## src/rtl/sdram_arbiter.sv

```systemverilog
// sdram_arbiter: shares one SDRAM read/write port between two requesters.
// Port 0 carries training/input fetches, port 1 the inferred-type write-back.
// Round-robin arbitration with one fixed-latency transfer in flight at a time.
// All outputs are registered.
module sdram_arbiter #(
  parameter int unsigned W      = 16,
  parameter int unsigned ADDR_W = 25,
  parameter int unsigned RD_LAT = 4,
  parameter int unsigned WR_LAT = 10
) (
  input  logic              clk,
  input  logic              rst,
  // Requester 0
  input  logic              req0,
  input  logic              we0,
  input  logic [ADDR_W-1:0] addr0,
  input  logic [W-1:0]      wdata0,
  output logic              ack0,
  // Requester 1
  input  logic              req1,
  input  logic              we1,
  input  logic [ADDR_W-1:0] addr1,
  input  logic [W-1:0]      wdata1,
  output logic              ack1,
  // Shared status and read result
  output logic [W-1:0]      rdata,
  output logic              busy,
  // SDRAM side
  output logic              read,
  output logic [ADDR_W-1:0] readaddress,
  input  logic [W-1:0]      readdata,
  output logic              write,
  output logic [ADDR_W-1:0] writeaddress,
  output logic [W-1:0]      writedata
);

  localparam int unsigned MaxLat = (RD_LAT > WR_LAT) ? RD_LAT : WR_LAT;
  // One spare bit so the counter can reach MaxLat without wrapping.
  localparam int unsigned CntW   = $clog2(MaxLat) + 1;

  typedef enum logic [1:0] {
    StIdle   = 2'd0,
    StRdWait = 2'd1,
    StWrWait = 2'd2
  } state_e;

  state_e state_q, state_d;

  logic [CntW-1:0]   cnt_q, cnt_d;
  logic              last_q, last_d;
  logic              ack0_q, ack0_d;
  logic              ack1_q, ack1_d;
  logic              busy_q, busy_d;
  logic              read_q, read_d;
  logic              write_q, write_d;
  logic [W-1:0]      rdata_q, rdata_d;
  logic [ADDR_W-1:0] readaddress_q, readaddress_d;
  logic [ADDR_W-1:0] writeaddress_q, writeaddress_d;
  logic [W-1:0]      writedata_q, writedata_d;

  logic grant;
  logic win;
  logic win_we;
  logic rd_done;
  logic win_addr_sel;
  logic rd_cnt_hit;
  logic wr_cnt_hit;

  // Arbitration decision and latency terminal counts
  always_comb begin
    // No grant in the ack cycle: this forces a one-cycle gap between transfers.
    grant = (state_q == StIdle) && !ack0_q && !ack1_q && (req0 || req1);
    // On a tie the port that did not win last time goes first.
    if (req0 && req1) begin
      win = ~last_q;
    end else begin
      win = req1;
    end
    win_we       = win ? we1 : we0;
    win_addr_sel = win;
    rd_cnt_hit   = (cnt_q == CntW'(RD_LAT - 1));
    wr_cnt_hit   = (cnt_q == CntW'(WR_LAT - 1));
    rd_done      = (state_q == StRdWait) && rd_cnt_hit;
  end

  // State register
  always_ff @(posedge clk or posedge rst) begin
    if (rst) begin
      state_q <= StIdle;
    end else begin
      state_q <= state_d;
    end
  end

  // Next-state logic
  always_comb begin
    state_d = state_q;
    unique case (state_q)
      StIdle: begin
        if (grant) begin
          state_d = win_we ? StWrWait : StRdWait;
        end
      end
      StRdWait: begin
        if (rd_cnt_hit) begin
          state_d = StIdle;
        end
      end
      StWrWait: begin
        if (wr_cnt_hit) begin
          state_d = StIdle;
        end
      end
      default: state_d = StIdle;
    endcase
  end

  // Next values of the registered outputs, counter and round-robin pointer
  always_comb begin
    ack0_d         = 1'b0;
    ack1_d         = 1'b0;
    read_d         = 1'b0;
    write_d        = 1'b0;
    busy_d         = busy_q;
    cnt_d          = cnt_q;
    last_d         = last_q;
    rdata_d        = rdata_q;
    readaddress_d  = readaddress_q;
    writeaddress_d = writeaddress_q;
    writedata_d    = writedata_q;
    unique case (state_q)
      StIdle: begin
        // Clears busy the edge after the ack cycle.
        busy_d = 1'b0;
        if (grant) begin
          busy_d = 1'b1;
          cnt_d  = '0;
          last_d = win;
          if (win_we) begin
            write_d        = 1'b1;
            writeaddress_d = win_addr_sel ? addr1 : addr0;
            writedata_d    = win_addr_sel ? wdata1 : wdata0;
          end else begin
            read_d        = 1'b1;
            readaddress_d = win_addr_sel ? addr1 : addr0;
          end
        end
      end
      StRdWait: begin
        cnt_d = cnt_q + CntW'(1);
        if (rd_done) begin
          rdata_d = readdata;
          ack0_d  = ~last_q;
          ack1_d  = last_q;
        end
      end
      StWrWait: begin
        cnt_d = cnt_q + CntW'(1);
        if (wr_cnt_hit) begin
          ack0_d = ~last_q;
          ack1_d = last_q;
        end
      end
      default: begin
        busy_d = 1'b0;
      end
    endcase
  end

  // Output and datapath registers; reset abandons any transfer in flight
  always_ff @(posedge clk or posedge rst) begin
    if (rst) begin
      cnt_q          <= '0;
      last_q         <= 1'b1;
      ack0_q         <= 1'b0;
      ack1_q         <= 1'b0;
      busy_q         <= 1'b0;
      read_q         <= 1'b0;
      write_q        <= 1'b0;
      rdata_q        <= '0;
      readaddress_q  <= '0;
      writeaddress_q <= '0;
      writedata_q    <= '0;
    end else begin
      cnt_q          <= cnt_d;
      last_q         <= last_d;
      ack0_q         <= ack0_d;
      ack1_q         <= ack1_d;
      busy_q         <= busy_d;
      read_q         <= read_d;
      write_q        <= write_d;
      rdata_q        <= rdata_d;
      readaddress_q  <= readaddress_d;
      writeaddress_q <= writeaddress_d;
      writedata_q    <= writedata_d;
    end
  end

  assign ack0         = ack0_q;
  assign ack1         = ack1_q;
  assign busy         = busy_q;
  assign read         = read_q;
  assign write        = write_q;
  assign rdata        = rdata_q;
  assign readaddress  = readaddress_q;
  assign writeaddress = writeaddress_q;
  assign writedata    = writedata_q;

  // Protocol invariants
  a_ack_exclusive: assert property (@(posedge clk) disable iff (rst) !(ack0_q && ack1_q));
  a_rw_exclusive:  assert property (@(posedge clk) disable iff (rst) !(read_q && write_q));
  a_read_single:   assert property (@(posedge clk) disable iff (rst) read_q |=> !read_q);
  a_write_single:  assert property (@(posedge clk) disable iff (rst) write_q |=> !write_q);

endmodule

```

## config.mk

```make
export PLATFORM = sky130hd
export DESIGN_NAME = sdram_arbiter
export DESIGN_NICKNAME = d
export VERILOG_FILES = /design/src/rtl/sdram_arbiter.sv
export SDC_FILE = /design/constraint.sdc
export NUM_CORES = 1
export LEC_CHECK = 0
export CAP_MARGIN = 10
export CORE_UTILIZATION = 25
export DETAILED_ROUTE_END_ITERATION = 7
export SKIP_CTS_REPAIR_TIMING = 1
export SLEW_MARGIN = 20
export SYNTH_ARGS = -nofsm -noshare
export SYNTH_HDL_FRONTEND = slang
export SYNTH_SLANG_ARGS = --single-unit
export TNS_END_PERCENT = 1
```

## constraint.sdc

```tcl
create_clock -name clk -period 3.8 [get_ports clk]
set_input_delay 0.38 -clock clk [delete_from_list [all_inputs] [get_ports clk]]
set_output_delay 0.38 -clock clk [all_outputs]
set_load 0.02 [all_outputs]
```

==> results.sh, run 1 <==
export IMPL_gp_congestion=0.719
export IMPL_arrival_ns=2.55
export IMPL_skew_ns=0.00715
export IMPL_reg2reg_depth=4
export IMPL_r2r_end="rdata[0]"
export IMPL_setup_tns_final_ns=0
export IMPL_place_hpwl_um=7890
export IMPL_drive_gt1_frac=0.160
export IMPL_num_antenna_cells=0
export IMPL_crit_path_end_kind="register"
export IMPL_clockRootBuffer="clkbuf_16"
export IMPL_synth_top_cell_area_share=0.542
export IMPL_crit_path_start_kind="primary input"
export IMPL_syn2layout_area_growth_pct=56.2
export IMPL_wl_per_cell_um=15.0
export IMPL_grt_max_degree=54
export IMPL_die_w_um=134
export IMPL_min_period_over_period=0.612
export IMPL_rsz0062_at_grt="false"
export IMPL_ys_ff_latch=95
export IMPL_max_freq_mhz=430
export IMPL_cts_buffer_depth=2
export IMPL_htreeDepth=3
export IMPL_synth_seq_area_share=0.548
export IMPL_start_util=0.259
export IMPL_required_ns=4.02
export IMPL_placed_cells=691
export IMPL_setup_viol=0
export IMPL_wl_met1_um=4410
export IMPL_layoutNonFillerInstCount=707
export IMPL_drtIter0Drc=69
export IMPL_wl_um=10600
export IMPL_syn_nets=399
export IMPL_reg2reg_slack_ns=1.60
export IMPL_grt_pass1_wl_um=17400
export IMPL_ys_types=35
export IMPL_power_density_mw_per_mm2=791
export IMPL_route_met3_wl_um=631
export IMPL_syn_inst=290
export IMPL_outcome="complete, no violations"
export IMPL_dr_pass1_iters=4
export IMPL_hp_start="writedata[3]"
export IMPL_maxSlewHeadroom=0.483
export IMPL_vias_per_cell=4.28
export IMPL_crit_start="req1"
export IMPL_hp_class="reg2reg"
export IMPL_numPortBuffers=190
export IMPL_ios=191
export IMPL_worst_slack_ns=1.47
export IMPL_grt_pass1_vias=3295
export IMPL_grt_total_usage=0.125
export IMPL_core_rowCount=47
export IMPL_finalHoldViolCount=0
export IMPL_coreArea_mm2=0.0168
export IMPL_top_layer="met4"
export IMPL_drtAntennaViolNets=0
export IMPL_r2r_start="cnt_q[0]"
export IMPL_die_h_um=134
export IMPL_die_area_mm2=0.0179
export IMPL_wl_met2_um=5380
export IMPL_drc=0
export IMPL_nets=591
export IMPL_tritoncts="done"
export IMPL_ys_top_cells_by_area="dfrtp_1, mux2_1, mux2_2"
export IMPL_pre_cts_ws_ns=1.07
export IMPL_antenna_found_initial=0
export IMPL_crit_fanout=33
export IMPL_cts_sinks=95
export IMPL_hold_depth=1
export IMPL_endpoint="writeaddress[6]"
export IMPL_yosysWarnings=0
export IMPL_vias=3027
export IMPL_grt_overflow=0
export IMPL_worst_pin_slew_ns=0.775
export IMPL_avgSynthCellArea_um2=15.0
export IMPL_cap_violations=0
export IMPL_criticalPathCategory="in2reg"
export IMPL_synth_area_mm2=0.00434
export IMPL_worstSkewPairLatency_ns=0.34
export IMPL_vdd_ir_drop_worst_mv=0.305
export IMPL_finalCriticalPeriod_ns=2.33
export IMPL_cts_buffers_inserted=9
export IMPL_p_leak_nw=2.86
export IMPL_maxSlewViolCount=0
export IMPL_yosysTopAreaCell="dfrtp_1"
export IMPL_clk_pin_slew_worst_paths_ns=0.06
power breakdown:
group | switching (mW) | internal (mW) | leakage [nW]
combinational | 1.22 | 1.38 | 1.54
clock | 0.385 | 0.616 | 0.159
sequential | 0.267 | 1.49 | 1.16
total | 1.87 | 3.49 | 2.86
layout by cell type (no fill, tap or decap), types with 4 or more instances in the layout:
cell type and n:
dfrtp_1 94, mux2_1 73, buf_4 5, clkdlybuf4s50_1 190
clkbuf_16 9, nand2_1 11, o21ai_0 4, mux2_2 31
nand3_1 5, ha_1 5, inv_1 5, mux2_4 19
cell usage after synthesis (all sizes together):
master	number
dfrtp	94
a21boi	1
and2	1
clkbuf	4
a31oi	1
o2bb2ai	1
nor3b	2
inv	7
a21bo	1
or2	1
a32o	1
nor4b	1
a32oi	1
ha	5
and3	1
nor2b	2
nand3	5
dfstp	1
mux2i	1
nor2	4
mux2	123
nand2	12
a22oi	2
a2bb2oi	1
nand4bb	1
o211ai	1
buf	10
o21ai	5
sequential cells by signal, summed over array words and instances, names as in the netlist, 2 cells and up:
| name | cells |
|---|---|
| rdata | 16 |
| writeaddress | 25 |
| cnt_q | 5 |
| readaddress | 25 |
| writedata | 16 |
| state_q | 2 |
worst max-delay path: stages:
cell and delay [ns]:
clkdlybuf4s50_1 0.47, a21boi_4 0.46, buf_4 0.49, mux2_1 0.40
mux2_1 0.30
cell type report:
type                    count  area, um2
clock buffers              12        256
flip-flops and latches     95       2380
fillers                  1558       9980
multi-input cells         174       1830
repair buffers            195       1940
inverters                   7       28.8
well taps                 220        275
clock inverters             4       76.3
how the worst min path moves through the flow:
stage,to,slack [ns]
5_1_grt,writeaddress[7],0.50
2_1_floorplan,state_q[1],0.48
6_report,writedata[3],0.48
3_5_place_dp,rdata[10],0.47
3_3_place_gp,writedata[3],0.47
4_1_cts,rdata[10],0.49
kinds of logic (layout without fill, tap and decap cells):
| family | after synthesis | after routing | share of synthesized area |
|---|---|---|---|
| flops | 95 | 95 | 0.548 |
| compound gates | 15 | 15 | 0.0274 |
| fa+ha+maj | 5 | 5 | 0.0144 |
| mux | 124 | 124 | 0.341 |
| buf+inv | 21 | 218 | 0.0311 |
| simple gates | 30 | 30 | 0.0383 |
metrics by stage:
stage          utilization  hold WS (ns)  area (um2)  total power, mW
6_report             0.405         0.483        6780             5.37
3_5_place_dp         0.385         0.474        6450             4.42
2_1_floorplan            -         0.481        4340             3.20
5_1_grt              0.405         0.504        6780             5.68
4_1_cts              0.405         0.488        6780             5.46
3_3_place_gp         0.385         0.468        6450             4.37
layer usage:
metal,global-route usage,up-vias
met5,0,-
met4,0.0492,0
met3,0.0274,10
met2,0.213,103
met1,0.152,1499
li1,-,1415
Note: power is estimated with default switching activity, not from simulation.
==> run 2, diff against run 1 <==
Clock period 3.8 ns to 2.16 ns, I/O delays scaled along.
==> run 2 against run 1 <==
Effect of this change: first-iteration DRC count fell by 28%; total power rose by 73%; count of clock-buffer cells in the layout fell by 2; sequential cell count did not move; sequential share of layout area fell by 0.21 points; clock power rose by 50%; global-route usage fell by 0.37 points; worst hold slack got worse by 0.097 ns; non-clock buffer count rose by 5; largest power group unchanged.
==> results.sh, run 2 (synthesis gave the netlist of run 1 again) <==
export IMPL_max_stage_delay_ns=0.41
export IMPL_vias=3049
export IMPL_clockRootBuffer="clkbuf_16"
export IMPL_antenna_found_initial=0
export IMPL_drive_gt1_frac=0.171
export IMPL_grt_pass1_wl_um=17000
export IMPL_nets=596
export IMPL_grt_overflow=0
export IMPL_rsz0062_at_grt="false"
export IMPL_seqPwrFrac=0.333
export IMPL_die_w_um=134
export IMPL_clk_pin_slew_worst_paths_ns=0.07
export IMPL_dr_pass1_iters=4
export IMPL_cts_buffers_inserted=9
export IMPL_cap_violations=0
export IMPL_finalInstanceArea_mm2=0.00682
export IMPL_criticalPathCategory="reg2reg"
export IMPL_required_ns=2.38
export IMPL_cts_buffer_depth=2
export IMPL_ios=191
export IMPL_maxSlewHeadroom=0.549
export IMPL_fillers=1571
export IMPL_pre_cts_ws_ns=0.0474
export IMPL_final_cell_mix="clkdlybuf4s50_1, dfrtp_1, mux2_1, mux2_2, mux2_4"
export IMPL_core_rowCount=47
export IMPL_crit_path_cell_trace="ha_1 > nor4b_1 > and2_1 > buf_4 > mux2_1"
export IMPL_vdd_ir_drop_worst_mv=0.550
export IMPL_tritoncts="done"
export IMPL_placed_cells=696
export IMPL_swShare=0.358
export IMPL_power_density_mw_per_mm2=1360
export IMPL_wl_um=10600
export IMPL_layoutNonFillerInstCount=712
export IMPL_die_h_um=134
export IMPL_cts_sinks=95
export IMPL_maxSlewViolCount=0
export IMPL_die_area_mm2=0.0179
export IMPL_outcome="complete, no violations"
export IMPL_placed_area_mm2=0.00654
export IMPL_min_period_over_period=0.903
export IMPL_setup_tns_final_ns=0
export IMPL_drtAntennaViolNets=0
export IMPL_worst_pin_slew_ns=0.677
export IMPL_skew_ns=0.00415
export IMPL_hp_class="in2async"
export IMPL_power_internal_mw=5.96
export IMPL_grt_total_usage=0.121
export IMPL_syn2layout_area_growth_pct=57.2
export IMPL_worst_slack_ns=0.209
export IMPL_crit_path_start_kind="register"
export IMPL_start_util=0.259
export IMPL_setup_viol=0
export IMPL_finalHoldViolCount=0
export IMPL_vias_per_cell=4.28
export IMPL_netSwitchingPower_mw=3.33
export IMPL_crit_fanout=10
export IMPL_wl_per_cell_um=14.9
export IMPL_arrival_ns=2.17
export IMPL_grt_pass1_vias=3234
export IMPL_htreeDepth=3
export IMPL_grt_max_degree=54
export IMPL_drtIter0Drc=50
export IMPL_gp_congestion=0.700
export IMPL_place_hpwl_um=7880
export IMPL_worstSkewPairLatency_ns=0.34
export IMPL_finalCriticalPeriod_ns=1.95
export IMPL_final_common_cell="clkdlybuf4s50_1"
export IMPL_num_antenna_cells=0
export IMPL_numPortBuffers=190
export IMPL_max_freq_mhz=513
export IMPL_drc=0
export IMPL_p_comb_frac=0.505
export IMPL_crit_path_end_kind="register"
export IMPL_p_leak_nw=2.87
export IMPL_clkPwrFrac=0.162
export IMPL_cp_slowest_cell="dfrtp_1"
export IMPL_coreArea_mm2=0.0168
==> run 2: worst paths after layout <==
path                                 start          endpoint  slack, ns  cells after the start
max in group asynchronous              rst  writeaddress[17]       1.25                      3
min                                    rst   readaddress[24]       0.39                      3
min reg2reg                writeaddress[8]   writeaddress[8]       0.48                      1
min in group clk               readdata[0]          rdata[0]       0.47                      2
max reg2reg                       cnt_q[0]          rdata[9]       0.21                      5
max                               cnt_q[0]          rdata[9]       0.21                      5
==> run 2: area by class of cell <==
class,count,area [um2],share of cell area
Clock buffer,10,239,0.0350
Tap cell,220,275,0.0404
Timing Repair Buffer,200,2030,0.297
Clock inverter,6,45.0,0.00660
Inverter,7,30.0,0.00440
Multi-Input combinational cell,174,1830,0.268
Sequential cell,95,2380,0.349
==> run 2: power groups by stage <==
stage          combinational (mW)  clock, mW  sequential, mW
3_5_place_dp                 4.75          0            3.13
3_3_place_gp                 4.68          0            3.09
5_1_grt                      4.97       1.66            3.21
2_1_floorplan                1.59          0            4.03
6_report                     4.69       1.50            3.09
4_1_cts                      4.77       1.59            3.10
==> run 2: metrics by stage <==
stage	util	hold WS, ns	power (mW)
floorplan	-	0.351	5.62
global placement	0.390	0.467	7.77
detailed placement	0.390	0.474	7.88
CTS	0.407	0.405	9.47
global route	0.407	0.438	9.84
finish	0.407	0.386	9.28
==> run 2: per-layer routing <==
metal / global-route usage / share of wire / wire length (um)
met1: 0.151 / 0.43 / 4580
met2: 0.207 / 0.49 / 5200
met3: 0.0270 / 0.063 / 664
met4: 0.0404 / 0.013 / 142
met5: 0 / 0 / 0
==> run 2: worst max-delay path, delay by kind of cell (launching register included) <==
| family | cells | cell delay (ns) |
|---|---|---|
| AND/OR/NAND/NOR | 2 | 0.63 |
| flip-flops | 1 | 0.41 |
| multiplexers | 1 | 0.34 |
| adder cells (fa/ha/maj) | 1 | 0.24 |
| buffers and inverters | 1 | 0.20 |
